[src/rtl/pipe_pkg.sv]
// Shared definitions for the pipeline-stage buffers: ID/EX payload layout,
// control-bit indices and per-stage payload widths. The optional statistics
// counters of pipe_stage_buf are enabled with the PIPE_STAGE_STATS_EN macro.
package pipe_pkg;

  // Basic field widths
  localparam int unsigned WORD_W  = 32;
  localparam int unsigned ALUOP_W = 3;
  localparam int unsigned REG_W   = 5;
  localparam int unsigned FUNCT_W = 6;
  localparam int unsigned CTRL_W  = 7;

  // Control-bit indices inside the CTRL_W-bit control field
  localparam int unsigned CTRL_REG_DST   = 0;
  localparam int unsigned CTRL_ALU_SRC   = 1;
  localparam int unsigned CTRL_MEM_TO_REG = 2;
  localparam int unsigned CTRL_REG_WRITE = 3;
  localparam int unsigned CTRL_MEM_READ  = 4;
  localparam int unsigned CTRL_MEM_WRITE = 5;
  localparam int unsigned CTRL_BRANCH    = 6;

  // Same control bits as a packed struct; bit order matches the indices above
  typedef struct packed {
    logic branch;
    logic memWrite;
    logic memRead;
    logic regWrite;
    logic memtoReg;
    logic aluSrc;
    logic regDst;
  } ctrlBits_t;

  // ID/EX payload layout, LSB first:
  //   ctrl(7) | aluOp(3) | rt(5) | reserved(3) | nextPC | imm | readData2 | readData1
  // rd and funct are not carried separately: for R-type instructions they sit
  // in the sign-extended immediate at imm[15:11] and imm[5:0].
  localparam int unsigned ID_EX_RSVD_W       = 3;
  localparam int unsigned ID_EX_CTRL_LSB     = 0;
  localparam int unsigned ID_EX_ALUOP_LSB    = ID_EX_CTRL_LSB + CTRL_W;
  localparam int unsigned ID_EX_RT_LSB       = ID_EX_ALUOP_LSB + ALUOP_W;
  localparam int unsigned ID_EX_RSVD_LSB     = ID_EX_RT_LSB + REG_W;
  localparam int unsigned ID_EX_FIELD_W      = ID_EX_RSVD_LSB + ID_EX_RSVD_W;
  localparam int unsigned ID_EX_NEXT_PC_LSB  = ID_EX_FIELD_W;
  localparam int unsigned ID_EX_IMM_LSB      = ID_EX_NEXT_PC_LSB + WORD_W;
  localparam int unsigned ID_EX_READ_DATA2_LSB = ID_EX_IMM_LSB + WORD_W;
  localparam int unsigned ID_EX_READ_DATA1_LSB = ID_EX_READ_DATA2_LSB + WORD_W;

  // Sub-fields recovered from the immediate in EX
  localparam int unsigned IMM_RD_LSB    = 11;
  localparam int unsigned IMM_FUNCT_LSB = 0;

  // Payload widths per stage
  localparam int unsigned IF_ID_PAYLOAD_W  = 2 * WORD_W;                        // instr + nextPC
  localparam int unsigned ID_EX_PAYLOAD_W  = ID_EX_READ_DATA1_LSB + WORD_W;     // 146
  localparam int unsigned EX_MEM_PAYLOAD_W = 3 * WORD_W + 1 + REG_W + 5;        // alu/wdata/target, zero, dest, ctrl
  localparam int unsigned MEM_WB_PAYLOAD_W = 2 * WORD_W + REG_W + 2;            // rdata/alu, dest, ctrl

  // Pack the ID/EX fields into one opaque payload vector
  function automatic logic [ID_EX_PAYLOAD_W-1:0] packIdEx(
    input logic [WORD_W-1:0]  readData1,
    input logic [WORD_W-1:0]  readData2,
    input logic [WORD_W-1:0]  imm,
    input logic [WORD_W-1:0]  nextPc,
    input ctrlBits_t          ctrl,
    input logic [ALUOP_W-1:0] aluOp,
    input logic [REG_W-1:0]   rt
  );
    return {readData1, readData2, imm, nextPc, {ID_EX_RSVD_W{1'b0}}, rt, aluOp, ctrl};
  endfunction

  // True when v is a non-zero power of two
  function automatic bit isPow2(input int unsigned v);
    return (v != 0) && ((v & (v - 1)) == 0);
  endfunction

endpackage

[src/rtl/pipe_stage_mem.sv]
// DEPTH x PAYLOAD_W register array for pipe_stage_buf: synchronous write,
// asynchronous read, synchronous clear of every entry on rst.
module pipe_stage_mem
  import pipe_pkg::*;
#(
  parameter int unsigned PAYLOAD_W = ID_EX_PAYLOAD_W,
  parameter int unsigned DEPTH     = 2,
  parameter int unsigned PTR_W     = 1
) (
  input  logic                 clk,
  input  logic                 rst,
  input  logic                 wrEn,
  input  logic [PTR_W-1:0]     wrAddr,
  input  logic [PAYLOAD_W-1:0] wrData,
  input  logic [PTR_W-1:0]     rdAddr,
  output logic [PAYLOAD_W-1:0] rdData
);

  logic [PAYLOAD_W-1:0] mem [DEPTH];

  // Storage: zero every entry on reset, otherwise write one entry when enabled
  always_ff @(posedge clk) begin
    if (rst) begin
      for (int i = 0; i < DEPTH; i++) begin
        mem[i] <= '0;
      end
    end else if (wrEn) begin
      mem[wrAddr] <= wrData;
    end
  end

  // Head entry is read combinationally from the read pointer
  assign rdData = mem[rdAddr];

endmodule

[src/rtl/pipe_stage_buf.sv]
// Elastic pipeline-stage register: a DEPTH-entry circular buffer carrying
// one opaque payload per instruction between two pipeline stages.
// Optional build macro: PIPE_STAGE_STATS_EN adds stall_cnt / bubble_cnt.
//
// Handshake: a transfer happens on a rising edge only when valid and ready
// are both high in that cycle, hit is high and flush is low. in_ready and
// out_valid depend only on the registered occupancy, never on the other
// side's inputs, so there is no combinational path from in_* to out_*.
// A producer may drop or change its offer after a flush.
module pipe_stage_buf
  import pipe_pkg::*;
#(
  parameter int unsigned PAYLOAD_W = 146,
  parameter int unsigned DEPTH     = 2,
  parameter int unsigned CNT_W     = 2
) (
  input  logic                 clk,
  input  logic                 rst,
  input  logic                 hit,
  input  logic                 flush,
  input  logic                 in_valid,
  output logic                 in_ready,
  input  logic [PAYLOAD_W-1:0] in_data,
  output logic                 out_valid,
  input  logic                 out_ready,
  output logic [PAYLOAD_W-1:0] out_data,
  output logic [CNT_W-1:0]     occupancy
`ifdef PIPE_STAGE_STATS_EN
  ,
  output logic [15:0]          stall_cnt,
  output logic [15:0]          bubble_cnt
`endif
);

  // DEPTH is a power of two, so pointers of log2(DEPTH) bits wrap naturally
  localparam int unsigned PTR_W = (DEPTH > 1) ? $clog2(DEPTH) : 1;
  localparam logic [CNT_W-1:0] FULL_CNT = CNT_W'(DEPTH);
  localparam logic [PTR_W-1:0] PTR_ONE  = PTR_W'(1);
  localparam logic [CNT_W-1:0] CNT_ONE  = CNT_W'(1);
  localparam bit DEPTH_OK = isPow2(DEPTH) && (DEPTH >= 2);

  logic [PTR_W-1:0] rdPtr;
  logic [PTR_W-1:0] wrPtr;
  logic [CNT_W-1:0] count;
  logic             doPush;
  logic             doPop;

  // Handshake qualification; flush cancels any offer in the same cycle
  assign in_ready  = DEPTH_OK && (count < FULL_CNT);
  assign out_valid = (count != '0);
  assign doPush    = in_valid & in_ready & hit & ~flush;
  assign doPop     = out_valid & out_ready & hit & ~flush;
  assign occupancy = count;

  // Pointer and occupancy state: rst > flush > hit gating > push/pop
  always_ff @(posedge clk) begin
    if (rst) begin
      rdPtr <= '0;
      wrPtr <= '0;
      count <= '0;
    end else if (flush) begin
      rdPtr <= wrPtr;
      count <= '0;
    end else begin
      if (doPush) begin
        wrPtr <= wrPtr + PTR_ONE;
      end
      if (doPop) begin
        rdPtr <= rdPtr + PTR_ONE;
      end
      case ({doPush, doPop})
        2'b10:   count <= count + CNT_ONE;
        2'b01:   count <= count - CNT_ONE;
        default: count <= count;
      endcase
    end
  end

  pipe_stage_mem #(
    .PAYLOAD_W (PAYLOAD_W),
    .DEPTH     (DEPTH),
    .PTR_W     (PTR_W)
  ) u_mem (
    .clk    (clk),
    .rst    (rst),
    .wrEn   (doPush),
    .wrAddr (wrPtr),
    .wrData (in_data),
    .rdAddr (rdPtr),
    .rdData (out_data)
  );

`ifdef PIPE_STAGE_STATS_EN
  logic stallEvt;
  logic bubbleEvt;

  // Producer blocked by a full buffer or by a cache-miss freeze
  assign stallEvt  = in_valid & (~in_ready | ~hit);
  // Consumer ready but nothing to hand over while the pipeline is running
  assign bubbleEvt = out_ready & ~out_valid & hit;

  // Saturating event counters, cleared by rst only
  always_ff @(posedge clk) begin
    if (rst) begin
      stall_cnt  <= '0;
      bubble_cnt <= '0;
    end else begin
      if (stallEvt && (stall_cnt != 16'hFFFF)) begin
        stall_cnt <= stall_cnt + 16'd1;
      end
      if (bubbleEvt && (bubble_cnt != 16'hFFFF)) begin
        bubble_cnt <= bubble_cnt + 16'd1;
      end
    end
  end
`else
  // Statistics disabled: no counter ports and no counter logic.
`endif

endmodule

[config.mk]
export PLATFORM = sky130hd
export DESIGN_NAME = pipe_stage_buf
export DESIGN_NICKNAME = d
export VERILOG_FILES = /design/src/rtl/pipe_pkg.sv /design/src/rtl/pipe_stage_mem.sv /design/src/rtl/pipe_stage_buf.sv
export SDC_FILE = /design/constraint.sdc
export NUM_CORES = 1
export LEC_CHECK = 0
export ABC_AREA = 1
export ABC_CLOCK_PERIOD_IN_PS = 6010
export CAP_MARGIN = 0
export CORE_AREA = 4 4 214 216
export DETAILED_ROUTE_END_ITERATION = 6
export DIE_AREA = 0 0 218 220
export PLACE_DENSITY_LB_ADDON = 0.05
export SLEW_MARGIN = 20
export SYNTH_ARGS = -nofsm -noshare
export SYNTH_HDL_FRONTEND = slang
export SYNTH_HIERARCHICAL = 1
export SYNTH_SLANG_ARGS = --single-unit
[constraint.sdc]
create_clock -name clk -period 6.01 [get_ports clk]
set_input_delay 1.202 -clock clk [delete_from_list [all_inputs] [get_ports clk]]
set_output_delay 1.202 -clock clk [all_outputs]
set_load 0.05 [all_outputs]
; ---- Word level (Yosys, flattened, before mapping)
; Memory sizes are Yosys's and may differ from the RTL's. A register that Yosys moved wholly into a read port is not among the register bits.
; Cells that the tools add are included.
[classes]
add_sub_neg = 4
n_lt_le_gt_ge = 1
eq_ne = 2
n_mux = 13
bitwise_logic = 7
n_reduce_logical = 6
[op_table]
columns = cell, n
row1 = 2-to-1 mux 146 bit, 1
row2 = OR reduction 146 bit, 1
row3 = 2-to-1 mux 1 bit, 11
row4 = AND 1 bit, 6
row5 = nonzero test 2 bit, 3
row6 = case mux 2 bit (2 select lines), 1
row7 = "adder 1 bit, second input constant", 2
row8 = "adder 2 x 1 -> 2 bit, second input constant", 1
row9 = "== test 2 x 1 -> 1 bit, second input constant", 1
row10 = "== test 2 bit, second input constant", 1
row11 = "< comparator 2 bit, second input constant", 1
row12 = AND reduction 2 bit, 1
row13 = OR reduction 2 bit, 1
row14 = "subtractor 2 x 1 -> 2 bit, second input constant", 1
row15 = inverter 1 bit, 1
[totals]
regBits = 4
mem_bits_rw = 292
input_bits = 152
n_memories = 1
[mem_list]
columns = memory, depth, word_bits, read_ports, rd_ports_with_merged_regs, write_ports, line_no
row1 = u_mem.mem, 2, 146, 1, 1, 2, pipe_stage_mem.sv:19  ; logic [PAYLOAD_W-1:0] mem [DEPTH];

; ---- Longest topological paths before layout
[logic_depth]
ltp_word = 9
mapped_depth = 10

; ---- Cells and area by module
; The synthesis kept the hierarchy.
[modules_own_cells]
columns = module, instances, cells_each, area_each_um2
row1 = pipe_stage_mem, 1, 1238, 12763.5
row2 = pipe_stage_buf, 1, 40, 247.7

; ---- Worst setup path before layout
; Ideal clock, no wire load.
[synth_timing]
path_type = input-to-reg
start = input port in_valid
end = memory u_mem.mem[1][0], enable pin
setup_time_ns = 0.511
arrival_ns = 5.079
path_slack_ns = 0.419
stages = 6
n_path_buf = 2
path_cell_list = nand2_1 -> nor3_2 -> nand3_1 -> buf_2 -> buf_2 -> nand2_1
[synth_rtl]
columns = item, line_no
row1 = start: declaration, pipe_stage_buf.sv:21  ; input logic in_valid,
row2 = end: declaration, pipe_stage_mem.sv:19

==> metrics <==
Yosys top cell area share=67.4%; number of design-rule violations left by the first detailed-router iteration=481; Post-CTS Setup Repair Bufs=0; Power per Cell Area=roughly 290 nW/um^2; Switch Pwr=1280 uW; Worst Setup End Kind=output pin; final-report hold violation count=0; max-capacitance violation count=0; core area=between 40000 and 50000 um^2; Resized cells post-CTS=0; IO Count=between 300 and 400; DRC violation count after routing=0; Fin Setup TNS=0 ns; drt total wl=34300 um; total routing resource utilization after global routing=between 10 and 15%; Setup-failing EPs final=0; top cells by area, synth=sky130_fd_sc_hd__edfxtp_1 (67%), sky130_fd_sc_hd__inv_1 (8.7%), sky130_fd_sc_hd__nor2_1 (8.6%); destination of the worst register-to-register timing path=u_mem/mem[1][76]$_SDFFCE_PN0P_; Min Hold Slack=0.501 ns; r2r startpoint=occupancy[1]$_SDFFE_PP0P_; number of antenna violations at the first check in global routing=7; most common cell after layout, fill and taps aside=sky130_fd_sc_hd__clkdlybuf4s50_1; CTS tree=built; largest net degree at the start of global routing=around 100; via density per instance=around 4.1; type of the tightest min-delay check=register to register; required time worst endpoint=4.81 ns; largest fanout on the critical path=101; end point of the worst hold path=occupancy[0]$_SDFFE_PP0P_; wire length of the first global-routing pass=50900 um; buffers from clock root to sink, at most=3; DIE AREA=48000 um^2; WL/cell=15.7 um; filler instances=~4500; clock-pin slew on the worst setup and hold paths=0.06 ns; count of distinct cell types in the synthesized netlist=20; CP startpoint kind=register; Final Wtd Congestion=0.695; sequential element share of the synthesized area=68.0%; arrival time at the worst endpoint=3.09 ns; final clock period utilization by the worst path=between 70% and 80%; remaining global-route overflow=0; worst-skew pair later-pin latency=~0.5 ns; number of global-route vias before repair=8754; HPWL after DPL=22100 um; family with the most delay on the worst path=buffers and inverters; Hold Crit Depth=1; count of yosys warnings during synthesis=6; Die Y=about 220 um; largest area contributor in the netlist=sky130_fd_sc_hd__edfxtp_1; Critical Path, Cell by Cell=buf_12 -> nand2_1 -> o21ai_0 -> clkdlybuf4s50_1; post-synthesis register bit count=296; hold_buf cts=0; clock group share of total power=39.5%; start-to-end type of the worst setup path=register to output pin; Worst Clk Skew=roughly 0.012 ns; static leakage power=0.00716 uW; count of clock tree sinks=296; post-layout total power=5040 uW; post-route ant nets=0; Switching Fraction=roughly a quarter; Root Buffer=sky130_fd_sc_hd__clkbuf_16; slew of the pin with the lowest slew margin=0.865 ns; input/output buffers=~300; worst path bufs/invs=2; number of iterations in the first detailed-routing pass=4; crit path time final=between 4 and 5 ns; sequential group share of total power=47.1%; Post-Syn Nets=1431; Cells after Synth=1278; Reg2Reg Depth=4; maximum VDD drop=0.150 mV; worst relative slew slack=about 42%; initial core utilization=29.6%; layout net count=1720; slack of the worst reg-to-reg path=a little under 3 ns; number of H-tree branching levels=2; Worst Min Path Start=occupancy[0]$_SDFFE_PP0P_; layout-stage area growth over the synthesis result=34.8%; result of the run=complete, no violations; unrepaired setup endpoints after global routing=false; most frequent cells in the layout=sky130_fd_sc_hd__clkdlybuf4s50_1 (301), sky130_fd_sc_hd__inv_1 (300), sky130_fd_sc_hd__nor2_1 (299), sky130_fd_sc_hd__edfxtp_1 (292), sky130_fd_sc_hd__nand2_1 (155); Critical Path Slowest Stage Cell=sky130_fd_sc_hd__clkdlybuf4s50_1; highest clock frequency the design can meet=233 MHz; Die W=218 um; Avg Inst Size Synth=10.2 um^2; number of pins with negative max-slew slack in the final report=0; FP Rows=77; summed instance area of the synthesized netlist=around 13000 um^2; layout cell share with drive strength beyond 1=~4.3%; Combinational Power Share=roughly 13%; routed via count=~9000; internal power consumption=between 3000 and 4000 uW; Num CTS Buffers=36; longest individual stage delay on the worst path=0.88 ns
-- cell type report --
cell class	instances	area [um^2]	area share, %
inverter	304	1140	6.50
timing repair buffer	315	3170	18.1
antenna	3	7.51	0.0428
sequential	296	8850	50.5
clock inverter	15	97.6	0.556
clock buffer	50	975	5.56
multi-input combinational	614	2560	14.6
tap	592	741	4.22
-- cells in the mapped netlist (all sizes together) --
cell	number
inv	303
nor2	299
edfxtp	292
nand2	158
o21ai	148
buf	48
clkbuf	16
nand3	5
dfxtp	4
a21oi	1
a31oi	1
clkinv	1
ha	1
nor3	1
-- metal layers --
metal	vias to the layer above	wire length [um]	GRT usage, %
met4	10	599	3.54
li1	4544	-	-
met1	4179	15100	17.8
met5	-	62	0
met3	53	2470	4.48
met2	203	16100	22.4
-- how the worst max path moves through the flow --
stage | cells after the start | from | to
CTS | 4 | rdPtr$_SDFFE_PP0P_ | out_data[78]
floorplan | 6 | in_valid | u_mem/mem[1][0]$_SDFFCE_PN0P_
global placement | 6 | hit | u_mem/mem[1][49]$_SDFFCE_PN0P_
detailed placement | 6 | hit | u_mem/mem[1][49]$_SDFFCE_PN0P_
finish | 4 | rdPtr$_SDFFE_PP0P_ | out_data[77]
global route | 4 | rdPtr$_SDFFE_PP0P_ | out_data[136]
-- registers in the layout, indices dropped and copies added (netlist names) --
name / cells
occupancy: 2
rdPtr: 1
u_mem/mem: 292
wrPtr: 1
-- per-stage QoR --
stage          setup WS [ns]  instance area, um^2  util (%)  cells
2_1_floorplan          0.419                13000         -   1278
5_1_grt                 1.55                17500      39.9   2186
3_5_place_dp            1.54                16500      37.5   2121
3_3_place_gp            1.53                16500      37.5   2121
6_report                1.72                17500      39.9   2189
4_1_cts                 1.64                17500      39.9   2186
-- power groups by stage --
stage	sequential, uW	clock [uW]	combinational (uW)
3_3_place_gp	2420	0	692
3_5_place_dp	2420	0	690
5_1_grt	2380	2160	722
6_report	2370	1990	676
2_1_floorplan	2420	0	394
4_1_cts	2380	2070	692
-- cell families (layout without fill, tap and decap cells) --
family / count (synthesis) / in the layout / synth area share, %
adder cells (fa/ha/maj): 1 / 1 / 0.0961
buffers and inverters: 368 / 684 / 12.6
AO/OA/AOI/OAI: 150 / 150 / 5.78
flip-flops: 296 / 296 / 68.0
other: 0 / 3 / 0
AND/OR/NAND/NOR: 463 / 463 / 13.5
No activity file was read; power rests on OpenSTA's default activity.
